## config.mk

```make
export PLATFORM = sky130hd
export DESIGN_NAME = imem_boot_loader
export DESIGN_NICKNAME = d
export VERILOG_FILES = /design/src/rtl/imem_boot_loader_pkg.sv /design/src/rtl/imem_boot_loader_byte_packer.sv /design/src/rtl/imem_boot_loader.sv
export SDC_FILE = /design/constraint.sdc
export NUM_CORES = 1
export LEC_CHECK = 0
export CAP_MARGIN = 20
export CORE_AREA = 3 3 105 107
export DETAILED_ROUTE_END_ITERATION = 10
export DIE_AREA = 0 0 108 110
export GPL_ROUTABILITY_DRIVEN = 0
export PLACE_DENSITY = 0.85
export SLEW_MARGIN = 20
export SYNTH_ARGS = -nofsm -noshare
export SYNTH_HDL_FRONTEND = slang
export SYNTH_SLANG_ARGS = --single-unit
```

## constraint.sdc

```tcl
create_clock -name clk -period 7.6 [get_ports clk]
set_clock_uncertainty 0.15 [all_clocks]
set_input_delay 1.14 -clock clk [delete_from_list [all_inputs] [get_ports clk]]
set_output_delay 1.14 -clock clk [all_outputs]
set_load 0.01 [all_outputs]
```

## src/rtl/imem_boot_loader_pkg.sv

```systemverilog
// Shared definitions for the instruction-memory boot loader: state encoding,
// default memory map constants and the maximum frame length derivation.
package imem_boot_loader_pkg;

  typedef enum logic [2:0] {
    ST_IDLE,
    ST_HDR0,
    ST_HDR1,
    ST_DATA,
    ST_CSUM,
    ST_DONE,
    ST_ERR
  } state_e;

  localparam logic [31:0] DEF_BASE_ADDR = 32'h0000_1000;
  localparam int unsigned DEF_MEM_BYTES = 65536;
  localparam logic [7:0]  DEF_SYNC_BYTE = 8'hA5;

  // Largest word count that still fits between the base address and the end
  // of memory; saturates at the 16-bit header range.
  function automatic logic [15:0] calc_maxw(input logic [31:0] base,
                                            input int unsigned mem_bytes);
    logic [31:0] words;
    words = (mem_bytes - base) >> 2;
    return (words > 32'h0000_FFFF) ? 16'hFFFF : words[15:0];
  endfunction

endpackage

```

## src/rtl/imem_boot_loader_byte_packer.sv

```systemverilog
// Packs a byte stream little-endian into 32-bit words; word_valid is a
// combinational strobe on the byte that completes a word.
module imem_boot_loader_byte_packer (
  input  logic        clk,
  input  logic        rst,
  input  logic        clr,
  input  logic        byte_valid,
  input  logic [7:0]  byte_data,
  output logic        word_valid,
  output logic [31:0] word
);

  logic [1:0]  lane_q, lane_d;
  logic [23:0] lanes_q, lanes_d;

  always_comb begin
    lane_d  = lane_q;
    lanes_d = lanes_q;
    if (clr) begin
      lane_d  = 2'd0;
      lanes_d = 24'd0;
    end else if (byte_valid) begin
      case (lane_q)
        2'd0:    lanes_d[7:0]   = byte_data;
        2'd1:    lanes_d[15:8]  = byte_data;
        2'd2:    lanes_d[23:16] = byte_data;
        default: lanes_d        = lanes_q;
      endcase
      lane_d = lane_q + 2'd1;
    end
  end

  always_ff @(posedge clk or posedge rst) begin
    if (rst) begin
      lane_q  <= 2'd0;
      lanes_q <= 24'd0;
    end else begin
      lane_q  <= lane_d;
      lanes_q <= lanes_d;
    end
  end

  // The top lane is never stored: it arrives with the completing byte.
  assign word_valid = byte_valid && !clr && (lane_q == 2'd3);
  assign word       = {byte_data, lanes_q};

endmodule

```

## src/rtl/imem_boot_loader.sv

```systemverilog
// Boot loader: parses a framed byte stream, writes packed words into
// instruction memory and releases the core after a good checksum.
module imem_boot_loader
  import imem_boot_loader_pkg::*;
#(
  parameter logic [31:0] BASE_ADDR = DEF_BASE_ADDR,
  parameter int unsigned MEM_BYTES = DEF_MEM_BYTES,
  parameter logic [7:0]  SYNC_BYTE = DEF_SYNC_BYTE
) (
  input  logic        clk,
  input  logic        rst,
  input  logic        in_valid,
  input  logic [7:0]  in_data,
  output logic        in_ready,
  input  logic        reload,
  output logic        mem_we,
  output logic [31:0] mem_addr,
  output logic [31:0] mem_wdata,
  output logic        cpu_rst,
  output logic        busy,
  output logic        done,
  output logic        err,
  output logic [15:0] word_count
);

  localparam logic [15:0] MAXW = calc_maxw(BASE_ADDR, MEM_BYTES);

  state_e      state_q, state_d;
  logic [15:0] n_q, n_d;
  logic [15:0] word_count_q, word_count_d;
  logic [7:0]  csum_q, csum_d;
  logic        mem_we_q, mem_we_d;
  logic [31:0] mem_addr_q, mem_addr_d;
  logic [31:0] mem_wdata_q, mem_wdata_d;

  logic        accept;
  logic [15:0] hdr_n;
  logic        pk_clr;
  logic        pk_byte_valid;
  logic        pk_word_valid;
  logic [31:0] pk_word;

  assign accept        = in_valid && in_ready;
  assign hdr_n         = {in_data, n_q[7:0]};
  assign pk_clr        = (state_q != ST_DATA);
  assign pk_byte_valid = accept && (state_q == ST_DATA);

  imem_boot_loader_byte_packer u_packer (
    .clk        (clk),
    .rst        (rst),
    .clr        (pk_clr),
    .byte_valid (pk_byte_valid),
    .byte_data  (in_data),
    .word_valid (pk_word_valid),
    .word       (pk_word)
  );

  always_comb begin
    state_d      = state_q;
    n_d          = n_q;
    word_count_d = word_count_q;
    csum_d       = csum_q;
    mem_we_d     = 1'b0;
    mem_addr_d   = mem_addr_q;
    mem_wdata_d  = mem_wdata_q;

    // Write port is registered so the pulse lands one cycle after lane 3.
    if (pk_word_valid) begin
      mem_we_d     = 1'b1;
      mem_wdata_d  = pk_word;
      mem_addr_d   = BASE_ADDR + {14'd0, word_count_q, 2'b00};
      word_count_d = word_count_q + 16'd1;
    end

    case (state_q)
      ST_IDLE: begin
        if (accept && (in_data == SYNC_BYTE)) begin
          state_d      = ST_HDR0;
          word_count_d = 16'd0;
          csum_d       = 8'd0;
        end
      end
      ST_HDR0: begin
        if (accept) begin
          n_d[7:0] = in_data;
          state_d  = ST_HDR1;
        end
      end
      ST_HDR1: begin
        if (accept) begin
          n_d[15:8] = in_data;
          if (hdr_n > MAXW)       state_d = ST_ERR;
          else if (hdr_n == 16'd0) state_d = ST_CSUM;
          else                    state_d = ST_DATA;
        end
      end
      ST_DATA: begin
        if (accept) begin
          csum_d = csum_q ^ in_data;
          if (pk_word_valid && ((word_count_q + 16'd1) == n_q)) state_d = ST_CSUM;
        end
      end
      ST_CSUM: begin
        if (accept) state_d = (in_data == csum_q) ? ST_DONE : ST_ERR;
      end
      ST_DONE, ST_ERR: begin
        if (reload) state_d = ST_IDLE;
      end
      default: state_d = ST_IDLE;
    endcase
  end

  always_ff @(posedge clk or posedge rst) begin
    if (rst) begin
      state_q      <= ST_IDLE;
      n_q          <= 16'd0;
      word_count_q <= 16'd0;
      csum_q       <= 8'd0;
      mem_we_q     <= 1'b0;
      mem_addr_q   <= BASE_ADDR;
      mem_wdata_q  <= 32'd0;
    end else begin
      state_q      <= state_d;
      n_q          <= n_d;
      word_count_q <= word_count_d;
      csum_q       <= csum_d;
      mem_we_q     <= mem_we_d;
      mem_addr_q   <= mem_addr_d;
      mem_wdata_q  <= mem_wdata_d;
    end
  end

  // Status outputs decode straight from the state register.
  assign in_ready   = (state_q != ST_DONE) && (state_q != ST_ERR);
  assign busy       = (state_q == ST_HDR0) || (state_q == ST_HDR1) ||
                      (state_q == ST_DATA) || (state_q == ST_CSUM);
  assign done       = (state_q == ST_DONE);
  assign err        = (state_q == ST_ERR);
  assign cpu_rst    = (state_q != ST_DONE);
  assign mem_we     = mem_we_q;
  assign mem_addr   = mem_addr_q;
  assign mem_wdata  = mem_wdata_q;
  assign word_count = word_count_q;

endmodule

```

==> flow_summary_export.csv, run 1 <==
group,metric,value,unit
route,routed-via-count,4921,
critical_path,cp-start-kind,"input port",
clocking,post_cts_resized,0,
place,pre_cts_ws,3.00,ns
timing,worst_pin_slew,0.927,ns
die,core,10200,um2
yosys,synth_top_area_frac,0.502,
clocking,cts_buffer_depth,2,
pwr,combinationalPowerShare,0.264,
die,die_area,11900,um2
global_route,met3_usage,0.0641,
yosys,synth-edff-count,0,
clocking,cts-root-buf,"clkbuf_8",
timing,fin_crit_sh,0.546,
global_route,grtUsageTotal,0.255,
timing,max_freq,241,MHz
yosys,synth_cell_types,55,
clocking,cts.sinks,119,
clocking,htreeDepth,4,
pwr,p_sw,759,uW
place,post-dp-hpwl,9170,um
yosys,async_flop_share,1.00,
pwr,switching_share,0.304,
route,vias_per_cell,5.71,
yosys,synth_flop_cell,"dfrtp_1",
die,start_util,0.574,
run_status,status,"completed",
pwr,p_leak,0.00339,uW
timing,finalCriticalPeriod,4.15,ns
cells_and_area,drive_gt1_frac,0.0854,
place,placed_cell_area,6660,um2
route,drt_iter0_drc,382,
global_route,grt_max_degree,63,
timing,hold_viol,0,
place,port_buffers,82,
cells_and_area,n_antenna_cell,0,
die,die_y,110,um
clocking,insertion_delay,0.53,ns
clocking,post_cts_buffers,0,
yosys,synth_top_area_cell,"dfrtp_1",
route,ant_nets,0,
critical_path,critPathKind,"input port to flop",
clocking,hold_buffers,0,
pwr,sequentialPowerShare,0.374,
yosys,yosysWarnings,0,
global_route,use_met2,0.407,
timing,slew_violations,0,
global_route,grt_pass1_vias,4764,
min_path,min_path_type,"flop to flop",
global_route,antenna_found_initial,0,
die,fp.dieW,108,um
yosys,syn-cell-area,5880,um2
yosys,ys_top_cells_by_count,"186 x nand2_1, 118 x dfrtp_1, 41 x nor2_1",
global_route,gr-usage-met1,0.332,
cells_and_area,utilization,0.719,
timing,setup_ws,3.45,ns
global_route,grt_most_used_layer,"met2",
cells_and_area,syn2layout_area_growth,25.1,%
clocking,clk_pin_slew,0.06,ns
timing,slew_headroom,0.381,
yosys,ys_seq_area_frac,0.507,
place,dp_cells,829,
timing,rsz0062_at_grt,"no",
critical_path,endpoint_kind,"flop",
yosys,yosysMostFrequentCell,"nand2_1",
critical_path,cp_data_required_time,7.83,ns
timing,tns,0,ns
timing,setup_violations,0,
yosys,synth.avg_cell_area,8.99,um2
route,firstDrtPassIters,6,
die,fp-row-count,37,
pwr,max-vdd-ir-drop,0.000156,V
pwr,p_int,1740,uW
cells_and_area,fin_cells,862,
route,drc,0,
yosys,yosys-top-cells-area,"dfrtp_1 50%, nand2_1 12%, xnor2_1 4.8%",
pwr,power.density,340,nW/um2
critical_path,path_max_fanout,62,
job,drv_cap,0,
global_route,grt_first_pass_wirelength,23300,um
global_route,grt-ovfl-total,0,
critical_path,arrival,4.38,ns
clocking,cts_buffers,17,
clocking,cts_tree,"done",
route,wl_per_cell,16.6,um
cells_and_area,fin_area,7350,um2
die,io_pins,98,
pwr,clockPowerShare,0.363,
cells_and_area,nets,731,
route,drt-total-wl,14300,um
yosys,synth_seq_cells,119,
yosys,postSynthCellCount,654,
## per-stage QoR
stage	hold WS, ns	total power [uW]
6_report	0.321	2500
5_1_grt	0.336	2630
4_1_cts	0.326	2510
3_5_place_dp	0.311	1590
3_3_place_gp	0.301	1550
2_1_floorplan	0.289	1290
## critical path, stage by stage
cell             delay [ns]
clkdlybuf4s50_1        0.46
buf_4                  0.36
and4b_1                0.46
nand2_2                0.08
buf_4                  0.29
inv_1                  0.77
nand3_1                0.29
nor2_1                 0.22
xnor2_1                0.16
nor2_1                 0.07
## flip-flops by register name (all words and copies together) (netlist names)
signal,cells
word_count,16
mem_we,1
u_packer.lane_q,2
state_q,3
mem_addr,17
mem_wdata,32
csum_q,8
u_packer.lanes_q,24
n_q,16
## power by group through the flow
stage,Sequential [uW],Combinational [uW],Clock (uW)
2_1_floorplan,949,341,0
3_3_place_gp,931,622,0
3_5_place_dp,941,645,0
4_1_cts,933,664,915
5_1_grt,953,730,947
6_report,934,659,906
## path summary, 6_finish.rpt
kind,start,cells after the start,slack (ns),end
worst max-delay path,in_valid,10,3.45,word_count[11]
worst min-delay path,mem_addr[13],2,0.32,mem_addr[13]
worst max register to register,state_q[2],8,4.23,word_count[11]
worst min register to register,mem_addr[13],2,0.32,mem_addr[13]
max in group asynchronous,rst,3,5.08,mem_addr[11]
min in group asynchronous,rst,2,0.95,mem_wdata[5]
## cells in the final DEF (no fill, tap or decap), types with 7 or more instances in the layout
cell type / instances
a21oi_1: 28
clkbuf_16: 16
clkdlybuf4s50_1: 82
conb_1: 15
dfrtp_1: 118
inv_1: 7
mux2_2: 16
nand2_1: 185
nand3_1: 38
nor2_1: 41
o21ai_0: 26
xnor2_1: 32
xor2_1: 16
## routing by layer
metal / part of all wire / wire (um)
met5: 0 / 0
met4: 0.031 / 444
met3: 0.075 / 1070
met2: 0.48 / 6880
met1: 0.41 / 5910
## cells by family after synthesis
logic type               after synthesis  share of synthesized area
other                                  1                   0.000638
AO/OA/AOI/OAI                         79                     0.0807
AND/OR/NAND/NOR                      315                      0.239
flip-flops                           119                      0.507
adder cells (fa/ha/maj)                6                     0.0128
buffers and inverters                 69                     0.0562
multiplexers                          17                     0.0324
XOR/XNOR                              48                     0.0715
## final cells by class
class / count / area [um2]
fillers: 686 / 2880
multi-input cells: 480 / 2630
repair buffers: 87 / 866
well taps: 136 / 170
clock inverters: 12 / 221
clock buffers: 20 / 455
inverters: 8 / 32.5
flip-flops and latches: 119 / 2980
Power figures use the tool's default switching activity.
==> inputs of run 2 (changes only) <==
CORE_AREA = 3 3 115 117   (was 3 3 105 107)
DIE_AREA = 0 0 118 120   (was 0 0 108 110)
PLACE_DENSITY = 0.75   (was 0.85)
clock period = 3.5 ns   (was 7.6 ns; I/O delays follow)
==> run 2 against run 1 <==
Die area up 19%. First-iteration DRC count is 19% lower. Utilization down 12 points. Highest routed layer unchanged. Cell area rose by 1.2%. Count of clock-buffer cells in the layout fell by 3. Combinational power grew 120%. Non-clock buffer count increased by 12. Sequential power up 120%. Register-to-register slack got worse by 3.8 ns. Power is 110% higher. Wire length shrank 2.5%.
==> flow_summary_export.csv, run 2 (same netlist as run 1, synthesis figures left out) <==
group,metric,value,unit
run_status,status,"completed",
job,drv_cap,0,
clocking,post_cts_buffers,0,
timing,slew_headroom,0.297,
die,die_area,14200,um2
die,fp.dieW,118,um
route,drt_iter0_drc,308,
clocking,hold_buffers,0,
place,pre_cts_ws,0.467,ns
clocking,cts.sinks,119,
cells_and_area,final_common_cell,"nand2_1",
min_path,min_path_type,"flop to flop",
cells_and_area,drive_gt1_frac,0.0989,
timing,slew_violations,0,
route,vias_per_cell,5.22,
clocking,htreeDepth,4,
clocking,cts_buffer_depth,2,
die,die_y,120,um
route,drc,0,
timing,rsz0062_at_grt,"no",
route,wl_per_cell,15.3,um
timing,holdWs,0.321,ns
die,io_pins,98,
place,post-dp-hpwl,9440,um
clocking,cts_tree,"done",
timing,tns,0,ns
cells_and_area,n_antenna_cell,0,
die,core,12500,um2
clocking,cts_buffers,17,
critical_path,cp_data_required_time,3.60,ns
clocking,clk_pin_slew,0.06,ns
clocking,cts-root-buf,"clkbuf_16",
global_route,grt-ovfl-total,0,
cells_and_area,syn2layout_area_growth,26.6,%
timing,worst_pin_slew,1.05,ns
route,firstDrtPassIters,4,
clocking,insertion_delay,0.41,ns
cells_and_area,largest_reg_flops,32,
die,fp-row-count,41,
place,port_buffers,82,
global_route,grt_max_degree,60,
global_route,grtUsageTotal,0.206,
global_route,grt_pass1_vias,4803,
critical_path,arrival,3.12,ns
timing,finalCriticalPeriod,3.02,ns
global_route,grt_first_pass_wirelength,23600,um
global_route,antenna_found_initial,0,
timing,fin_crit_sh,0.864,
pwr,p_leak,0.00342,uW
cells_and_area,fin_area,7440,um2
critical_path,cp-start-kind,"flop",
timing,hold_viol,0,
pwr,power.density,710,nW/um2
die,start_util,0.471,
pwr,p_total,5280,uW
timing,setup_violations,0,
timing,max_freq,331,MHz
cells_and_area,nets,743,
clocking,post_cts_resized,0,
route,drt-total-wl,13900,um
critical_path,critPathKind,"flop to flop",
route,routed-via-count,4749,
pwr,max-vdd-ir-drop,0.000362,V
cells_and_area,layout_common_cells,"185 x nand2_1, 118 x dfrtp_1, 82 x clkdlybuf4s50_1",
route,ant_nets,0,
critical_path,path_max_fanout,8,
timing,setup_ws,0.475,ns
place,placed_cell_area,6810,um2
critical_path,endpoint_kind,"flop",
==> run 2: cell count changes in the layout (fill, tap and decap cells not counted), sizes merged <==
cell,before,now
buf,5,17
bufinv,6,4
clkbuf,20,17
clkinv,3,7
inv,8,9
==> run 2: worst max-delay path, cell delays in order, from the launching register on <==
cell and delay [ns]:
dfrtp_1 0.47, ha_1 0.33, nand3_4 0.15, or3_1 0.40
a2111oi_0 0.36, or4b_1 0.48, a2111oi_2 0.38, o21ai_0 0.14
==> run 2: layout make-up <==
| cell class | count | area [um2] |
|---|---|---|
| fillers | 1056 | 5030 |
| flip-flops and latches | 119 | 2980 |
| multi-input cells | 480 | 2620 |
| repair buffers | 99 | 961 |
| clock buffers | 17 | 425 |
| well taps | 172 | 215 |
| clock inverters | 15 | 203 |
| inverters | 8 | 33.8 |
==> run 2: worst paths after layout <==
path / from / end / depth (start not counted) / slack, ns
worst max register to register: word_count[1] / state_q[1] / 7 / 0.48
max in group asynchronous: rst / mem_wdata[27] / 3 / 1.95
worst min register to register: u_packer.lanes_q[2] / mem_wdata[2] / 2 / 0.32
min in group asynchronous: rst / mem_wdata[3] / 2 / 0.44
worst max-delay path: word_count[1] / state_q[1] / 7 / 0.48
worst min-delay path: u_packer.lanes_q[2] / mem_wdata[2] / 2 / 0.32
==> run 2: through the flow <==
step	cells	util
5_1_grt	910	0.597
2_1_floorplan	668	-
3_5_place_dp	878	0.546
6_report	910	0.597
3_3_place_gp	878	0.546
4_1_cts	910	0.597
==> run 2: metal layers <==
metal	global-route usage	wire, um
met5	0	0
met3	0.0457	728
met4	0.0821	257
met1	0.270	6220
met2	0.335	6720
==> run 2: where the power goes <==
group	internal [uW]	switching, uW	total, uW
combinational	690	752	1440
sequential	1750	256	2010
clock	1190	639	1830
==> inputs of run 3 (changes only) <==
CORE_AREA = 3 3 109 111   (was 3 3 115 117)
DIE_AREA = 0 0 112 114   (was 0 0 118 120)
PLACE_DENSITY = 0.79   (was 0.75)
TNS_END_PERCENT = 30   (was unset)
clock period = 3.4 ns   (was 3.5 ns; I/O delays follow)
==> run 3 against run 2 <==
Sequential share of layout area is 0.64 points higher. Setup slack worse by 0.20 ns. Combinational power is 3% higher. First-iteration DRC count is 12% lower. Global-route usage is 2.4 points higher. Flip-flop and latch count stayed put. Sequential power is 2% higher. Hold slack worse by 0.00057 ns. Non-clock buffer count is 2 higher. Wire length is 1.1% higher. Via count is 2.2% higher. Utilization is 7.6 points higher. Critical endpoint is now state_q[0]. Largest power group unchanged.
==> flow_summary_export.csv, run 3 (same netlist as run 1, synthesis figures left out) <==
group,metric,value,unit
pwr,clockPowerShare,0.314,
global_route,grtUsageTotal,0.231,
run_status,status,"completed",
global_route,grt_pass1_vias,4889,
cells_and_area,nets,745,
timing,slew_headroom,0.287,
cells_and_area,syn2layout_area_growth,24.6,%
die,core,10900,um2
pwr,p_int,3560,uW
pwr,p_leak,0.00340,uW
timing,slew_violations,0,
critical_path,path_cells,"ha_1, nand3_4, or3_1, a2111oi_0, or4b_1, a2111oi_2, o211ai_1",
route,routed-via-count,4854,
pwr,power.density,706,nW/um2
die,fp-row-count,38,
clocking,cts_tree,"done",
route,drt-total-wl,14100,um
timing,tns,0,ns
clocking,cts_buffers,17,
pwr,sequentialPowerShare,0.399,
critical_path,arrival,3.33,ns
route,ant_nets,0,
route,firstDrtPassIters,5,
route,vias_per_cell,5.54,
cells_and_area,drive_gt1_frac,0.0938,
route,wl_per_cell,16.1,um
clocking,insertion_delay,0.52,ns
global_route,grt_max_degree,52,
clocking,clk_pin_slew,0.05,ns
die,io_pins,98,
critical_path,rrSetupSlack,0.28,ns
timing,fin_crit_sh,0.919,
cells_and_area,fin_area,7320,um2
clocking,post_cts_resized,0,
cells_and_area,n_antenna_cell,0,
clocking,cts_buffer_depth,2,
place,placed_cell_area,6790,um2
route,drt_iter0_drc,272,
route,drc,0,
place,port_buffers,82,
clocking,cts-root-buf,"clkbuf_8",
timing,setup_violations,0,
clocking,cts.sinks,119,
critical_path,cp-start-kind,"flop",
critical_path,crit_family,"simple AND/OR/NAND/NOR gates",
pwr,combinationalPowerShare,0.287,
cells_and_area,fillers,864,
min_path,min_path_type,"flop to flop",
cells_and_area,final_common_cell,"nand2_1",
timing,hold_viol,0,
place,post-dp-hpwl,9510,um
die,start_util,0.540,
die,fp.dieW,112,um
critical_path,cp_data_required_time,3.61,ns
critical_path,path_buf_inv,0,
timing,finalCriticalPeriod,3.12,ns
clocking,hold_buffers,0,
pwr,p_sw,1610,uW
pwr,switching_share,0.312,
global_route,grt-ovfl-total,0,
critical_path,path_max_fanout,8,
clocking,post_cts_buffers,0,
critical_path,cp_slowest_stage_delay,0.49,ns
cells_and_area,largest_reg_flops,32,
timing,worst_pin_slew,1.07,ns
die,die_y,114,um
pwr,max-vdd-ir-drop,0.000361,V
critical_path,cp_slowest_cell,"or4b_1",
critical_path,critPathKind,"flop to flop",
clocking,htreeDepth,4,
critical_path,endpoint_kind,"flop",
global_route,antenna_found_initial,0,
job,drv_cap,0,
global_route,grt_first_pass_wirelength,23800,um
die,die_area,12800,um2
timing,max_freq,320,MHz
timing,rsz0062_at_grt,"no",
cells_and_area,layout_common_cells,"185 x nand2_1, 118 x dfrtp_1, 82 x clkdlybuf4s50_1",
[run 3: cell types whose count changed in the layout (fill, tap and decap cells not counted)]
cell and change:
buf_4 +2, bufinv_16 -3, clkbuf_1 +2, clkbuf_16 -1, clkbuf_8 +6, clkinv_4 -4
clkinvlp_4 -2, inv_6 -2
[run 3: layout make-up]
type                       count  area (um2)  area share
tap                          140         175      0.0239
sequential                   119        2980       0.407
timing repair buffer         101         976       0.133
inverter                       8        33.8     0.00461
clock buffer                  24         490      0.0670
clock inverter                 4        45.0     0.00615
multi-input combinational    480        2620       0.358
[run 3: worst paths after layout]
path / startpoint / end / cells after the start
worst max-delay path: word_count[1] / state_q[0] / 7
worst max register to register: word_count[1] / state_q[0] / 7
min in group asynchronous: rst / state_q[2] / 2
max in group asynchronous: rst / mem_addr[12] / 3
worst min register to register: mem_wdata[21] / mem_wdata[21] / 2
worst min-delay path: mem_wdata[21] / mem_wdata[21] / 2
[run 3: worst register-to-register path, stage by stage (launching register included)]
cell and delay, ns:
dfrtp_1 0.45, ha_1 0.33, nand3_4 0.16, or3_1 0.40, a2111oi_0 0.37, or4b_1 0.49, a2111oi_2 0.47, o211ai_1 0.14
[run 3: per-stage QoR]
step                instances  hold WS, ns  utilization  worst slack, ns  total power [uW]
finish                    876        0.320        0.672            0.276              5170
global route              876        0.342        0.672            0.107              5480
CTS                       876        0.325        0.672            0.302              5210
detailed placement        848        0.310        0.623            0.269              3580
global placement          848        0.308        0.623            0.384              3500
floorplan                 668        0.289            -            0.586              2880
[run 3: power by group through the flow]
stage	clock [uW]	combinational, uW	sequential (uW)
floorplan	0	762	2120
global placement	0	1450	2060
detailed placement	0	1500	2080
CTS	1640	1510	2060
global route	1720	1650	2110
finish	1620	1480	2060
[run 3: metal layers]
metal / routed length (um) / up-vias / global-route usage
li1: - / 2277 / -
met2: 6760 / 194 / 0.372
met3: 1060 / 27 / 0.0499
met4: 259 / 0 / 0.0897
met1: 6010 / 2356 / 0.308
met5: 0 / - / 0
